[src/rtl/uart_core_param.sv]
// Parametrised UART: TX and RX engines sharing one 16x oversampling baud tick,
// with configurable width, parity, stop bits and a runtime loopback mux.
module uart_core_param #(
    parameter int CLK_FREQ  = 100_000_000,
    parameter int BAUD      = 9600,
    parameter int DATA_BITS = 8,
    parameter int PARITY    = 0,
    parameter int STOP_BITS = 1
) (
    input  logic                 clk,
    input  logic                 arst,
    input  logic                 loopback,
    input  logic                 tx_start,
    input  logic [DATA_BITS-1:0] tx_data,
    output logic                 tx_busy,
    output logic                 tx_done,
    output logic                 txd,
    input  logic                 rxd,
    output logic [DATA_BITS-1:0] rx_data,
    output logic                 rx_valid,
    output logic                 rx_parity_err,
    output logic                 rx_frame_err
);

    localparam int   DIV     = CLK_FREQ / (BAUD * 16);
    localparam int   DIV_W   = (DIV > 1) ? $clog2(DIV) : 1;
    localparam logic PAR_ODD = (PARITY == 2);

    if (DATA_BITS < 5 || DATA_BITS > 9) begin : g_bad_data_bits
        $error("uart_core_param: DATA_BITS must be 5..9");
    end
    if (DIV < 1) begin : g_bad_div
        $error("uart_core_param: CLK_FREQ too low for BAUD*16");
    end
    if (PARITY < 0 || PARITY > 2) begin : g_bad_parity
        $error("uart_core_param: PARITY must be 0, 1 or 2");
    end
    if (STOP_BITS < 1 || STOP_BITS > 2) begin : g_bad_stop
        $error("uart_core_param: STOP_BITS must be 1 or 2");
    end

    typedef enum logic [2:0] {ST_IDLE, ST_START, ST_DATA, ST_PARITY, ST_STOP} state_t;

    logic [DIV_W-1:0] div_cnt_reg;
    logic             tick;

    assign tick = (div_cnt_reg == DIV_W'(DIV - 1));

    always_ff @(posedge clk or posedge arst) begin
        if (arst)      div_cnt_reg <= '0;
        else if (tick) div_cnt_reg <= '0;
        else           div_cnt_reg <= div_cnt_reg + DIV_W'(1);
    end

    // ---------------- transmitter ----------------
    state_t               tx_state_reg;
    logic [3:0]           tx_tick_reg;
    logic [3:0]           tx_bit_reg;
    logic [DATA_BITS-1:0] tx_shift_reg;
    logic                 tx_par_reg;
    logic                 tx_line_reg;

    always_ff @(posedge clk or posedge arst) begin
        if (arst) begin
            tx_state_reg <= ST_IDLE;
            tx_tick_reg  <= '0;
            tx_bit_reg   <= '0;
            tx_shift_reg <= '0;
            tx_par_reg   <= 1'b0;
            tx_line_reg  <= 1'b1;
            tx_busy      <= 1'b0;
            tx_done      <= 1'b0;
        end else begin
            tx_done <= 1'b0;
            if (tx_state_reg == ST_IDLE) begin
                if (tx_start) begin
                    tx_shift_reg <= tx_data;
                    tx_par_reg   <= (^tx_data) ^ PAR_ODD;
                    tx_line_reg  <= 1'b0;
                    tx_busy      <= 1'b1;
                    tx_tick_reg  <= '0;
                    tx_state_reg <= ST_START;
                end
            end else if (tick) begin
                if (tx_tick_reg != 4'd15) begin
                    tx_tick_reg <= tx_tick_reg + 4'd1;
                end else begin
                    tx_tick_reg <= '0;
                    case (tx_state_reg)
                        ST_START: begin
                            tx_line_reg  <= tx_shift_reg[0];
                            tx_shift_reg <= tx_shift_reg >> 1;
                            tx_bit_reg   <= '0;
                            tx_state_reg <= ST_DATA;
                        end
                        ST_DATA: begin
                            if (tx_bit_reg == 4'(DATA_BITS - 1)) begin
                                tx_bit_reg <= '0;
                                if (PARITY != 0) begin
                                    tx_line_reg  <= tx_par_reg;
                                    tx_state_reg <= ST_PARITY;
                                end else begin
                                    tx_line_reg  <= 1'b1;
                                    tx_state_reg <= ST_STOP;
                                end
                            end else begin
                                tx_bit_reg   <= tx_bit_reg + 4'd1;
                                tx_line_reg  <= tx_shift_reg[0];
                                tx_shift_reg <= tx_shift_reg >> 1;
                            end
                        end
                        ST_PARITY: begin
                            tx_line_reg  <= 1'b1;
                            tx_bit_reg   <= '0;
                            tx_state_reg <= ST_STOP;
                        end
                        ST_STOP: begin
                            if (tx_bit_reg == 4'(STOP_BITS - 1)) begin
                                tx_busy      <= 1'b0;
                                tx_done      <= 1'b1;
                                tx_state_reg <= ST_IDLE;
                            end else begin
                                tx_bit_reg <= tx_bit_reg + 4'd1;
                            end
                        end
                        default: tx_state_reg <= ST_IDLE;
                    endcase
                end
            end
        end
    end

    // In loopback the pin idles high while the frame goes straight to RX.
    assign txd = loopback | tx_line_reg;

    // ---------------- receiver ----------------
    logic                 rx_src;
    logic [1:0]           rx_sync_reg;
    logic                 rx_line;
    state_t               rx_state_reg;
    logic [3:0]           rx_tick_reg;
    logic [3:0]           rx_bit_reg;
    logic [DATA_BITS-1:0] rx_shift_reg;
    logic                 rx_perr_reg;
    logic                 rx_ferr_reg;

    assign rx_src  = loopback ? tx_line_reg : rxd;
    assign rx_line = rx_sync_reg[1];

    always_ff @(posedge clk or posedge arst) begin
        if (arst) rx_sync_reg <= 2'b11;
        else      rx_sync_reg <= {rx_sync_reg[0], rx_src};
    end

    always_ff @(posedge clk or posedge arst) begin
        if (arst) begin
            rx_state_reg  <= ST_IDLE;
            rx_tick_reg   <= '0;
            rx_bit_reg    <= '0;
            rx_shift_reg  <= '0;
            rx_perr_reg   <= 1'b0;
            rx_ferr_reg   <= 1'b0;
            rx_data       <= '0;
            rx_valid      <= 1'b0;
            rx_parity_err <= 1'b0;
            rx_frame_err  <= 1'b0;
        end else begin
            rx_valid <= 1'b0;
            if (tick) begin
                case (rx_state_reg)
                    ST_IDLE: begin
                        if (!rx_line) begin
                            rx_tick_reg  <= '0;
                            rx_state_reg <= ST_START;
                        end
                    end
                    ST_START: begin
                        // Mid-start check filters glitches shorter than half a bit.
                        if (rx_tick_reg == 4'd7) begin
                            rx_tick_reg  <= '0;
                            rx_bit_reg   <= '0;
                            rx_perr_reg  <= 1'b0;
                            rx_ferr_reg  <= 1'b0;
                            rx_state_reg <= rx_line ? ST_IDLE : ST_DATA;
                        end else begin
                            rx_tick_reg <= rx_tick_reg + 4'd1;
                        end
                    end
                    default: begin
                        if (rx_tick_reg != 4'd15) begin
                            rx_tick_reg <= rx_tick_reg + 4'd1;
                        end else begin
                            rx_tick_reg <= '0;
                            case (rx_state_reg)
                                ST_DATA: begin
                                    rx_shift_reg <= {rx_line, rx_shift_reg[DATA_BITS-1:1]};
                                    if (rx_bit_reg == 4'(DATA_BITS - 1)) begin
                                        rx_bit_reg   <= '0;
                                        rx_state_reg <= (PARITY != 0) ? ST_PARITY : ST_STOP;
                                    end else begin
                                        rx_bit_reg <= rx_bit_reg + 4'd1;
                                    end
                                end
                                ST_PARITY: begin
                                    rx_perr_reg  <= rx_line ^ (^rx_shift_reg) ^ PAR_ODD;
                                    rx_state_reg <= ST_STOP;
                                end
                                ST_STOP: begin
                                    if (rx_bit_reg == 4'(STOP_BITS - 1)) begin
                                        rx_data       <= rx_shift_reg;
                                        rx_valid      <= 1'b1;
                                        rx_parity_err <= rx_perr_reg;
                                        rx_frame_err  <= rx_ferr_reg | ~rx_line;
                                        rx_state_reg  <= ST_IDLE;
                                    end else begin
                                        rx_ferr_reg <= rx_ferr_reg | ~rx_line;
                                        rx_bit_reg  <= rx_bit_reg + 4'd1;
                                    end
                                end
                                default: rx_state_reg <= ST_IDLE;
                            endcase
                        end
                    end
                endcase
            end
        end
    end

endmodule
[config.mk]
export PLATFORM = sky130hd
export DESIGN_NAME = uart_core_param
export DESIGN_NICKNAME = d
export VERILOG_FILES = /design/src/rtl/uart_core_param.sv
export SDC_FILE = /design/constraint.sdc
export NUM_CORES = 1
export LEC_CHECK = 0
export BUFFER_PORTS_ARGS = -buffer_cell sky130_fd_sc_hd__buf_4
export CELL_PAD_IN_SITES_DETAIL_PLACEMENT = 0
export CELL_PAD_IN_SITES_GLOBAL_PLACEMENT = 1
export CORE_AREA = 8 8 124 126
export CTS_CLUSTER_SIZE = 12
export DETAILED_ROUTE_END_ITERATION = 6
export DIE_AREA = 0 0 132 134
export MAX_ROUTING_LAYER = met4
export PLACE_DENSITY_LB_ADDON = 0.1
export SLEW_MARGIN = 0
export SYNTH_ARGS = -nofsm -noshare
export SYNTH_HDL_FRONTEND = slang
export SYNTH_SLANG_ARGS = --single-unit
[constraint.sdc]
create_clock -name clk -period 3 [get_ports clk]
set_input_delay 0.15 -clock clk [delete_from_list [all_inputs] [get_ports clk]]
set_output_delay 0.15 -clock clk [all_outputs]
set_load 0.01 [all_outputs]
==> results of run 1 <==
## critical path: cells and delay by family, from the launching register on
kind	cells	cell delay (ps)
AND/OR/NAND/NOR	2	1260
AO/OA/AOI/OAI	1	340
flip-flops	1	410
multiplexers	1	350
## report_power, final
part	internal, W	switching [W]	leakage [nW]	total (W)
clock network	0.000649	0.000423	0.142	0.00107
logic	0.0000152	0.0000230	0.856	0.0000383
registers	0.000893	0.00000139	0.877	0.000894
total	0.00156	0.000447	1.88	0.00200
## timing repair
item                      4_1_cts  5_1_grt
hold endpoints to repair       27        0
setup buffers                   0        0
hold buffers                    1        0
## layout make-up
class / instances / area [µm²] / area share (%)
Inverter: 15 / 56.3 / 1.39
Clock buffer: 9 / 225 / 5.57
Timing Repair Buffer: 35 / 265 / 6.57
Tap cell: 180 / 225 / 5.57
Clock inverter: 7 / 76.3 / 1.89
Sequential cell: 66 / 1660 / 41.0
Multi-Input combinational cell: 222 / 1540 / 38.0
## per-stage QoR
stage                     std cells  power, W
after CTS                       534   0.00206
after global placement          517  0.000951
after floorplan                 313  0.000927
final                           534   0.00200
after global routing            534   0.00210
after detailed placement        517  0.000951
## logic make-up after synthesis
logic type,after synthesis,share of synthesized area [%]
AOI/OAI and AO/OA,57,11.4
and+or+nand+nor,109,17.6
xor gates and xnor gates,17,4.53
adders and majority gates,8,3.04
muxes,31,10.2
DFF,66,50.3
buffers and inverters,25,2.97
## worst max-delay path by stage
stage                                 end  slack, ps
after detailed placement  rx_state_reg[0]        510
after floorplan           rx_state_reg[0]        650
after CTS                 rx_state_reg[0]        500
after global placement    rx_state_reg[0]        530
final                     rx_state_reg[0]        510
after global routing      tx_shift_reg[7]        370
## metal layers
metal	track usage (%)	wire, µm	vias to the layer above
met5	-	0	-
met4	5.74	183	0
met3	1.98	155	12
met2	13.7	3280	23
met1	11.1	3630	1130
li1	-	-	1186
## cells in the mapped netlist, types with 3 or more instances
cell type	number	area share [%]
nand3_1	12	1.8
and3_1	3	0.57
a21o_1	3	0.68
dfstp_2	3	2.4
nor3b_1	3	0.68
xor2_1	3	0.80
mux2_2	19	6.5
nand2_1	31	3.5
o21ai_0	24	3.7
buf_2	3	0.46
a21oi_1	5	0.76
mux2i_1	11	3.3
dfrtp_1	63	48
clkbuf_1	5	0.57
ha_1	8	3.0
a22o_1	3	0.80
inv_1	15	1.7
o22ai_1	3	0.57
xnor2_1	14	3.7
nor2_1	21	2.4
o211ai_1	3	0.68
or2_2	3	0.57
nor3_1	10	1.5
nand2b_1	3	0.57
o31ai_1	3	0.68
==> results.md, run 1 <==
* Vias in the first global route at 2417
* PwrDens at slightly below 500 nW/µm²
* First-pass DRT Iterations at 4
* Placer Congestion at between 0.6 and 0.7
* CTS tree: yes
* Worst-path fanout max at 6
* WS Path Type: flop to flop
* Slowest stage delay, CP at around 670 ps
* Status: completed
* Layout Nets at 370
* Post-DRT Antenna Nets at 0
* Worst-path clk slew at roughly 60 ps
* Critical path launch point: div_cnt_reg[4]
* Synth Instances at 313
* Average vias per placed instance at 4.40
* Final setup violation count at 0
* Worst Hold Path Cells at 2
* Detailed placement HPWL at 5130 µm
* Post-Place Cell Area at 3730 µm²
* GR Overflow Total at 0
* Max-slew headroom at 34.6%
* Setup Skew at a little over 9 ps
* Core Util, Final at between 20 and 30%
* # clock sinks at 66
* Worst-path cell chain: or4b_4, or4_1, a211oi_4, mux2_1
* Layout area overhead at 22.8%
* Netlist cell types at 54
* Slew Limit Fails at 0
* Fmax at ~400 MHz
* Post-CTS sizing at 0
* Number of flops mapped to enable cells by yosys at 0
* Fill cell count at 1428
* Synth warnings at 0
* Pleak at 1.88 nW
* Num CTS Buffers at 9
* Clock latency on the worst-skew pair at between 300 and 400 ps
* Peak VDD IR at 0.000267 V
* Design Area, Final at ~4000 µm²
* Synth Net Count at 334
* Crit path required time at 3220 ps
* Starting Density at between 20% and 30%
* Hold worst-path end: rx_sync_reg[0]
* Vias at 2351
* Worst-Margin Slew at 976 ps
* Die width at roughly 130 µm
* First DRT Iteration DRCs at 96
* PortBufs at 26
* Avg Cell Area, Syn at between 10 and 15 µm²
* RR Endpoint: rx_state_reg[0]
* R2r setup slk at just over 500 ps
* Drt drc at 0
* FFs w/ async S/R, synth at between 90% and 100%
* Seq/Total Area, Yosys at 50.3%
* Hold_sp: rxd
* Most frequent cells in the layout: 63 x dfrtp_1, 34 x buf_4, 31 x nand2_1, 24 x o21ai_0, 21 x nor2_1
* Flops & latches, synth at 66
* Place WS at 508 ps
* Minimum clock period at approximately 2500 ps
* DIE HEIGHT at 134 µm
* Max reg flops at 10
* Synthesized cell area at 3290 µm²
* Setup TNS at 0 ps
* Final WS setup at 512 ps
* RSZ-0062 raised after global routing: no
* Worst Hold Class: primary input to flop
* Core ar. at 13500 µm²
* GR Util All Layers at just over 9%
* Average routed wire per standard cell at 13.6 µm
* Critical path arrival at 2710 ps
* Row Count at 43
* I/O pins at 27
* Die area at 17700 µm²
* Top_reg_cell synth: dfrtp_1
* Share of layout cells above drive strength 1 at 23.2%
* Antenna violations before repair at 0
* H-tree Lvls at 3
* # diodes at 0
* Origin of the critical flop-to-flop path: div_cnt_reg[4]
* CP endpoint kind: flop
* Final period utilization at 82.9%
* Startpoint types: flop
* Clk buf depth at 2
* Largest net degree at the start of global routing at 36
* Most common cell after layout, fill and taps aside: dfrtp_1
* First-pass GRT wire length at approximately 13000 µm
* Worst r2r path cells at 4
* Clock root buffer: clkbuf_16
* Hold WS at 46.8 ps
* Final WL at approximately 7300 µm
* Critical path's slowest cell: or4_1
* Final Hold Viols at 0
* Max Cap Viol at 0
Note: power is estimated with default switching activity, not from simulation.
==> inputs of run 2 (changes only) <==
clock period = 2.2 ns   (was 3 ns; I/O delays follow)
==> run 2 against run 1 <==
  * Final area rose by 6.3%
  * Critical path depth rose by 3
  * Die area did not move
  * Combinational power rose by 40%
  * Critical path type unchanged
==> results.md, run 2 (synthesis results as in run 1) <==
* Core ar. at 13500 µm² (unchanged)
* RSZ-0062 raised after global routing: yes
* Critical path launch point: div_cnt_reg[2]
* Design Power at 0.00284 W (+42%)
* Max Cap Viol at 0 (unchanged)
* Max-slew headroom at 69.2% (+35 points)
* Most common cell after layout, fill and taps aside: dfrtp_1
* Die area at 17700 µm² (unchanged)
* Die width at 132 µm (unchanged)
* First-pass GRT wire length at 12500 µm (-0.49%)
* Critical path arrival at 2370 ps (-340 ps)
* Fill cell count at 1421 (-0.49%)
* Final setup violation count at 0 (unchanged)
* Layout area overhead at 30.6%
* Worst-path clk slew at 60 ps (about the same)
* First DRT Iteration DRCs at 90 (-6.3%)
* Final WL at 7140 µm (-1.5%)
* Drt drc at 0 (unchanged)
* Worst-Margin Slew at 458 ps (-518 ps)
* Largest net degree at the start of global routing at 67 (+86%)
* Starting Density at 24.4% (unchanged)
* Origin of the critical flop-to-flop path: div_cnt_reg[2]
* Setup Skew at 3.93 ps (-5.35 ps)
* Worst-path fanout max at 8 (+2)
* Final period utilization at 98.0% (+15 points)
* Detailed placement HPWL at 5110 µm (-0.25%)
* R2r setup slk at 40 ps (-470 ps)
* H-tree Lvls at 3 (unchanged)
* GR Overflow Total at 0 (unchanged)
* I/O pins at 27 (unchanged)
* Clock latency on the worst-skew pair at 330 ps (about the same)
* Number of instances in the placed design at 539 (+4.3%)
* Crit path required time at 2410 ps (-810 ps)
* Finished Layout Cells at 556 (+4.1%)
* Average vias per placed instance at 4.33 (-1.6%)
* Clock root buffer: clkbuf_16
* Final Hold Viols at 0 (unchanged)
* Row Count at 43 (unchanged)
* First-pass DRT Iterations at 4 (unchanged)
* Vias at 2408 (+2.4%)
* PortBufs at 26 (unchanged)
* Clk buf depth at 2 (unchanged)
* Hold_sp: rxd
* WS Path Type: flop to flop
* Fmax at 464 MHz (+15%)
* Average routed wire per standard cell at 12.8 µm (-5.4%)
* PwrDens at 661 nW/µm² (+33%)
* DIE HEIGHT at 134 µm (unchanged)
* GR Util All Layers at 8.94% (-0.20 points)
* Vias in the first global route at 2475 (+2.4%)
* Max reg flops at 10 (unchanged)
* Status: completed
* Minimum clock period at 2160 ps (-332 ps)
* Pleak at 2.01 nW (+7.1%)
* Most frequent cells in the layout: 63 x dfrtp_1, 54 x buf_4, 31 x nand2_1, 22 x o21ai_0, 21 x nor2_1
* Startpoint types: flop
* # clock sinks at 66 (unchanged)
* Layout Nets at 392 (+5.9%)
* CTS tree: yes
* Post-DRT Antenna Nets at 0 (unchanged)
* CP endpoint kind: flop
* Worst Hold Class: primary input to flop
* Share of layout cells above drive strength 1 at 29.3% (+6.1 points)
* Num CTS Buffers at 9 (unchanged)
* # diodes at 0 (unchanged)
* Slew Limit Fails at 0 (unchanged)
* Antenna violations before repair at 0 (unchanged)
* Peak VDD IR at 0.000402 V (+51%)
* Placer Congestion at 0.751 (+8.4%)
## run 2: what timing repair did
item / CTS / global route
gates resized for setup: 1 / 6
setup endpoints to repair: 8 / 36
setup buffers: 0 / 0
cloned: 0 / 0
hold buffers: 1 / 0
hold endpoints to repair: 63 / 0
pin swaps: 3 / 2
## run 2: final cells by class
class / instances / area, µm² / share of cell area (%)
Sequential cell: 66 / 1660 / 38.5
Multi-Input combinational cell: 222 / 1580 / 36.7
Timing Repair Buffer: 57 / 455 / 10.6
Clock buffer: 10 / 239 / 5.56
Tap cell: 180 / 225 / 5.24
Clock inverter: 6 / 90.1 / 2.10
Inverter: 15 / 56.3 / 1.31
## run 2: critical path, cell delays in order, from the launching register on
cell	delay, ps
dfrtp_1	380
or4b_4	580
nor3_4	140
nand4_1	150
buf_4	170
nor3_4	140
buf_12	150
mux2_2	330
## run 2: worst paths after layout
check	to	cells past startpoint
worst min register to register	rx_sync_reg[1]	0
max in group asynchronous	tx_line_reg	4
worst max-delay path	rx_shift_reg[0]	7
worst max register to register	rx_shift_reg[0]	7
min in group asynchronous	rx_data[4]	4
worst min-delay path	rx_sync_reg[0]	2
## run 2: per-layer routing
layer | vias to the layer above | wire length [µm] | GRT usage, %
met5 | - | 0 | -
met4 | 0 | 108 | 3.45
met3 | 9 | 240 | 2.73
met2 | 25 | 3450 | 14.1
met1 | 1148 | 3350 | 10.6
li1 | 1226 | - | -
## run 2: power breakdown
group          internal (W)  switching, W
Clock               0.00102      0.000542
Combinational     0.0000223     0.0000313
Sequential          0.00122    0.00000220
Total               0.00226      0.000575
## run 2: stage by stage
| stage | util (%) | instance area, µm² | setup WS [ps] | hold slack (ps) | setup TNS [ps] |
|---|---|---|---|---|---|
| floorplan | - | 3310 | -43.9 | 245 | -415 |
| global placement | 29.1 | 3930 | 20.5 | 233 | 0 |
| detailed placement | 29.1 | 3930 | -19.1 | 233 | -64.0 |
| CTS | 31.7 | 4270 | 15.3 | 3.39 | 0 |
| global route | 31.8 | 4300 | -43.2 | 18.3 | -609 |
| finish | 31.8 | 4300 | 43.5 | 18.2 | 0 |
==> inputs of run 3 (changes only) <==
CORE_AREA = 2 2 118 120   (was 8 8 124 126)
DIE_AREA = 0 0 120 122   (was 0 0 132 134)
==> run 3 against run 2 <==
  * Non-clock buffer count is 4 higher
  * Fmax shrank 1.9%
  * Via count is 4.2% higher
  * Routed wire length is 2.5% higher
  * Clock skew up 3.2 ps
  * Register-to-register slack got worse by 40 ps
  * Sequential power about the same
  * Final area increased by 1.8%
  * Global-route usage up 2.2 points
  * Power is 3.7% lower
  * Critical endpoint is now rx_data[4]
  * Largest cell class unchanged
  * Largest power group unchanged
==> results.md, run 3 (synthesis results as in run 1) <==
* Slew Limit Fails at 0 (unchanged)
* GR Overflow Total at 0 (unchanged)
* Die width at 120 µm (-9.1%)
* Status: completed
* Worst path bufs/invs at 1 (-1)
* Crit path required time at 2420 ps (about the same)
* Die area at 14600 µm² (-17%)
* Max Cap Viol at 0 (unchanged)
* Detailed placement HPWL at 5090 µm (-0.40%)
* First-pass DRT Iterations at 4 (unchanged)
* Starting Density at 24.4% (unchanged)
* Critical path's slowest cell: or4b_4
* Max-slew headroom at 68.5% (-0.68 points)
* Placer Congestion at 0.766 (+2.0%)
* Setup Skew at 7.10 ps (+3.17 ps)
* Worst-path fanout max at 6 (-2)
* Clock latency on the worst-skew pair at 330 ps (about the same)
* Row Count at 43 (unchanged)
* Top delay family on crit path: simple AND/OR/NAND/NOR gates
* H-tree Lvls at 3 (unchanged)
* Clk buf depth at 2 (unchanged)
* WS Path Type: flop to flop
* Finished Layout Cells at 560 (+0.72%)
* Critical path arrival at 2420 ps (+50 ps)
* Vias at 2510 (+4.2%)
* Post-Place Cell Area at 3950 µm² (+0.38%)
* Number of instances in the placed design at 541 (+0.37%)
* Antenna violations before repair at 0 (unchanged)
* Pleak at 2.05 nW (+2.0%)
* RSZ-0062 raised after global routing: yes
* CTS tree: yes
* Fmax at 455 MHz (-1.9%)
* Setup TNS at 0 ps (unchanged)
* Final WL at 7320 µm (+2.5%)
* GR Util All Layers at 11.2% (+2.2 points)
* Share of layout cells above drive strength 1 at 30.5% (+1.3 points)
* Num CTS Buffers at 9 (unchanged)
* Drt drc at 0 (unchanged)
* Average vias per placed instance at 4.48 (+3.5%)
* I/O pins at 27 (unchanged)
* Multi-input logic area at 1640 µm² (+4.2%)
* Average routed wire per standard cell at 13.1 µm (+1.8%)
* Worst-Margin Slew at 471 ps (+12.6 ps)
* Startpoint types: flop
* Core ar. at 13500 µm² (unchanged)
* Most frequent cells in the layout: 63 x dfrtp_1, 56 x buf_4, 31 x nand2_1, 22 x o21ai_0, 21 x nor2_1
* Worst-path cell chain: or4b_4, nor3_4, nand4_1, nor3_2, buf_6, mux2_2
* Largest net degree at the start of global routing at 31 (-54%)
* Final Hold Viols at 0 (unchanged)
* Final period utilization at 100% (+1.9 points)
* Vias in the first global route at 2543 (+2.7%)
* Final setup violation count at 0 (unchanged)
* Sequential cell area at 1660 µm² (unchanged)
* Design Area, Final at 4370 µm² (+1.8%)
* Layout area overhead at 32.9%
* PortBufs at 26 (unchanged)
* First-pass GRT wire length at 12500 µm (-0.16%)
* PwrDens at 625 nW/µm² (-5.4%)
* Most common cell after layout, fill and taps aside: dfrtp_1
* Slowest stage delay, CP at 570 ps (about the same)
* Layout Nets at 396 (+1.0%)
* Post-DRT Antenna Nets at 0 (unchanged)
* First DRT Iteration DRCs at 117 (+30%)
* DIE HEIGHT at 122 µm (-9.0%)
* # clock sinks at 66 (unchanged)
* Max reg flops at 10 (unchanged)
* Fill cell count at 1394 (-1.9%)
* # diodes at 0 (unchanged)
* Minimum clock period at 2200 ps (+42.5 ps)
* CP endpoint kind: flop
* Worst Hold Class: primary input to flop
* Clock root buffer: clkbuf_16
* Worst-path clk slew at 60 ps (about the same)
* Peak VDD IR at 0.000285 V (-29%)
==> run 3: repair_timing <==
item,in CTS,in global routing
gates resized for setup,3,24
gates cloned,0,1
setup buffers,1,0
pin swaps,0,6
hold endpoints to repair,13,0
hold buffers,1,0
setup endpoints to repair,10,37
==> run 3: worst register-to-register path, stage by stage, from the launching register on <==
cell and delay [ps]:
dfrtp_1 380, or4b_4 570, nor3_4 140, nand4_1 170, nor3_2 300, buf_6 180
mux2_2 340
==> run 3: layout make-up <==
cell class | count | area share [%]
sequential | 66 | 37.9
multi-input combinational | 222 | 37.5
timing repair buffer | 61 | 11.3
clock buffer | 9 | 5.15
tap | 180 | 5.15
clock inverter | 7 | 1.75
inverter | 15 | 1.29
==> run 3: per-layer routing <==
metal,share of wire (%),global-route usage (%)
met1,47,13.4
met2,49,18.0
met3,3.3,2.95
met4,1.4,4.26
met5,0,-
==> run 3: path summary, 6_finish.rpt <==
path                                   to           start  slack (ps)  cells past startpoint
min in group asynchronous      rx_data[5]            arst         320                      3
hold reg to reg            rx_sync_reg[1]  rx_sync_reg[0]         360                      0
setup reg to reg               rx_data[4]  div_cnt_reg[2]           1                      6
max in group asynchronous      rx_data[4]            arst        1250                      4
hold / removal             rx_sync_reg[0]             rxd          10                      2
setup / recovery               rx_data[4]  div_cnt_reg[2]           1                      6
==> run 3: metrics by stage <==
stage / hold slack [ps] / power (W) / setup WS, ps / util [%]
after floorplan: 245 / 0.00126 / -43.9 / -
after global placement: 146 / 0.00130 / 9.72 / 29.2
after detailed placement: 132 / 0.00130 / -61.5 / 29.2
after CTS: 3.41 / 0.00279 / -10.5 / 31.7
after global routing: 3.74 / 0.00285 / -95.4 / 32.4
final: 12.5 / 0.00273 / 0.959 / 32.4
==> run 3: report_power, final <==
group / internal [W] / switching, W / total [W]
combinational: 0.0000233 / 0.0000329 / 0.0000562
sequential: 0.00122 / 0.00000232 / 0.00122
clock: 0.000884 / 0.000573 / 0.00146
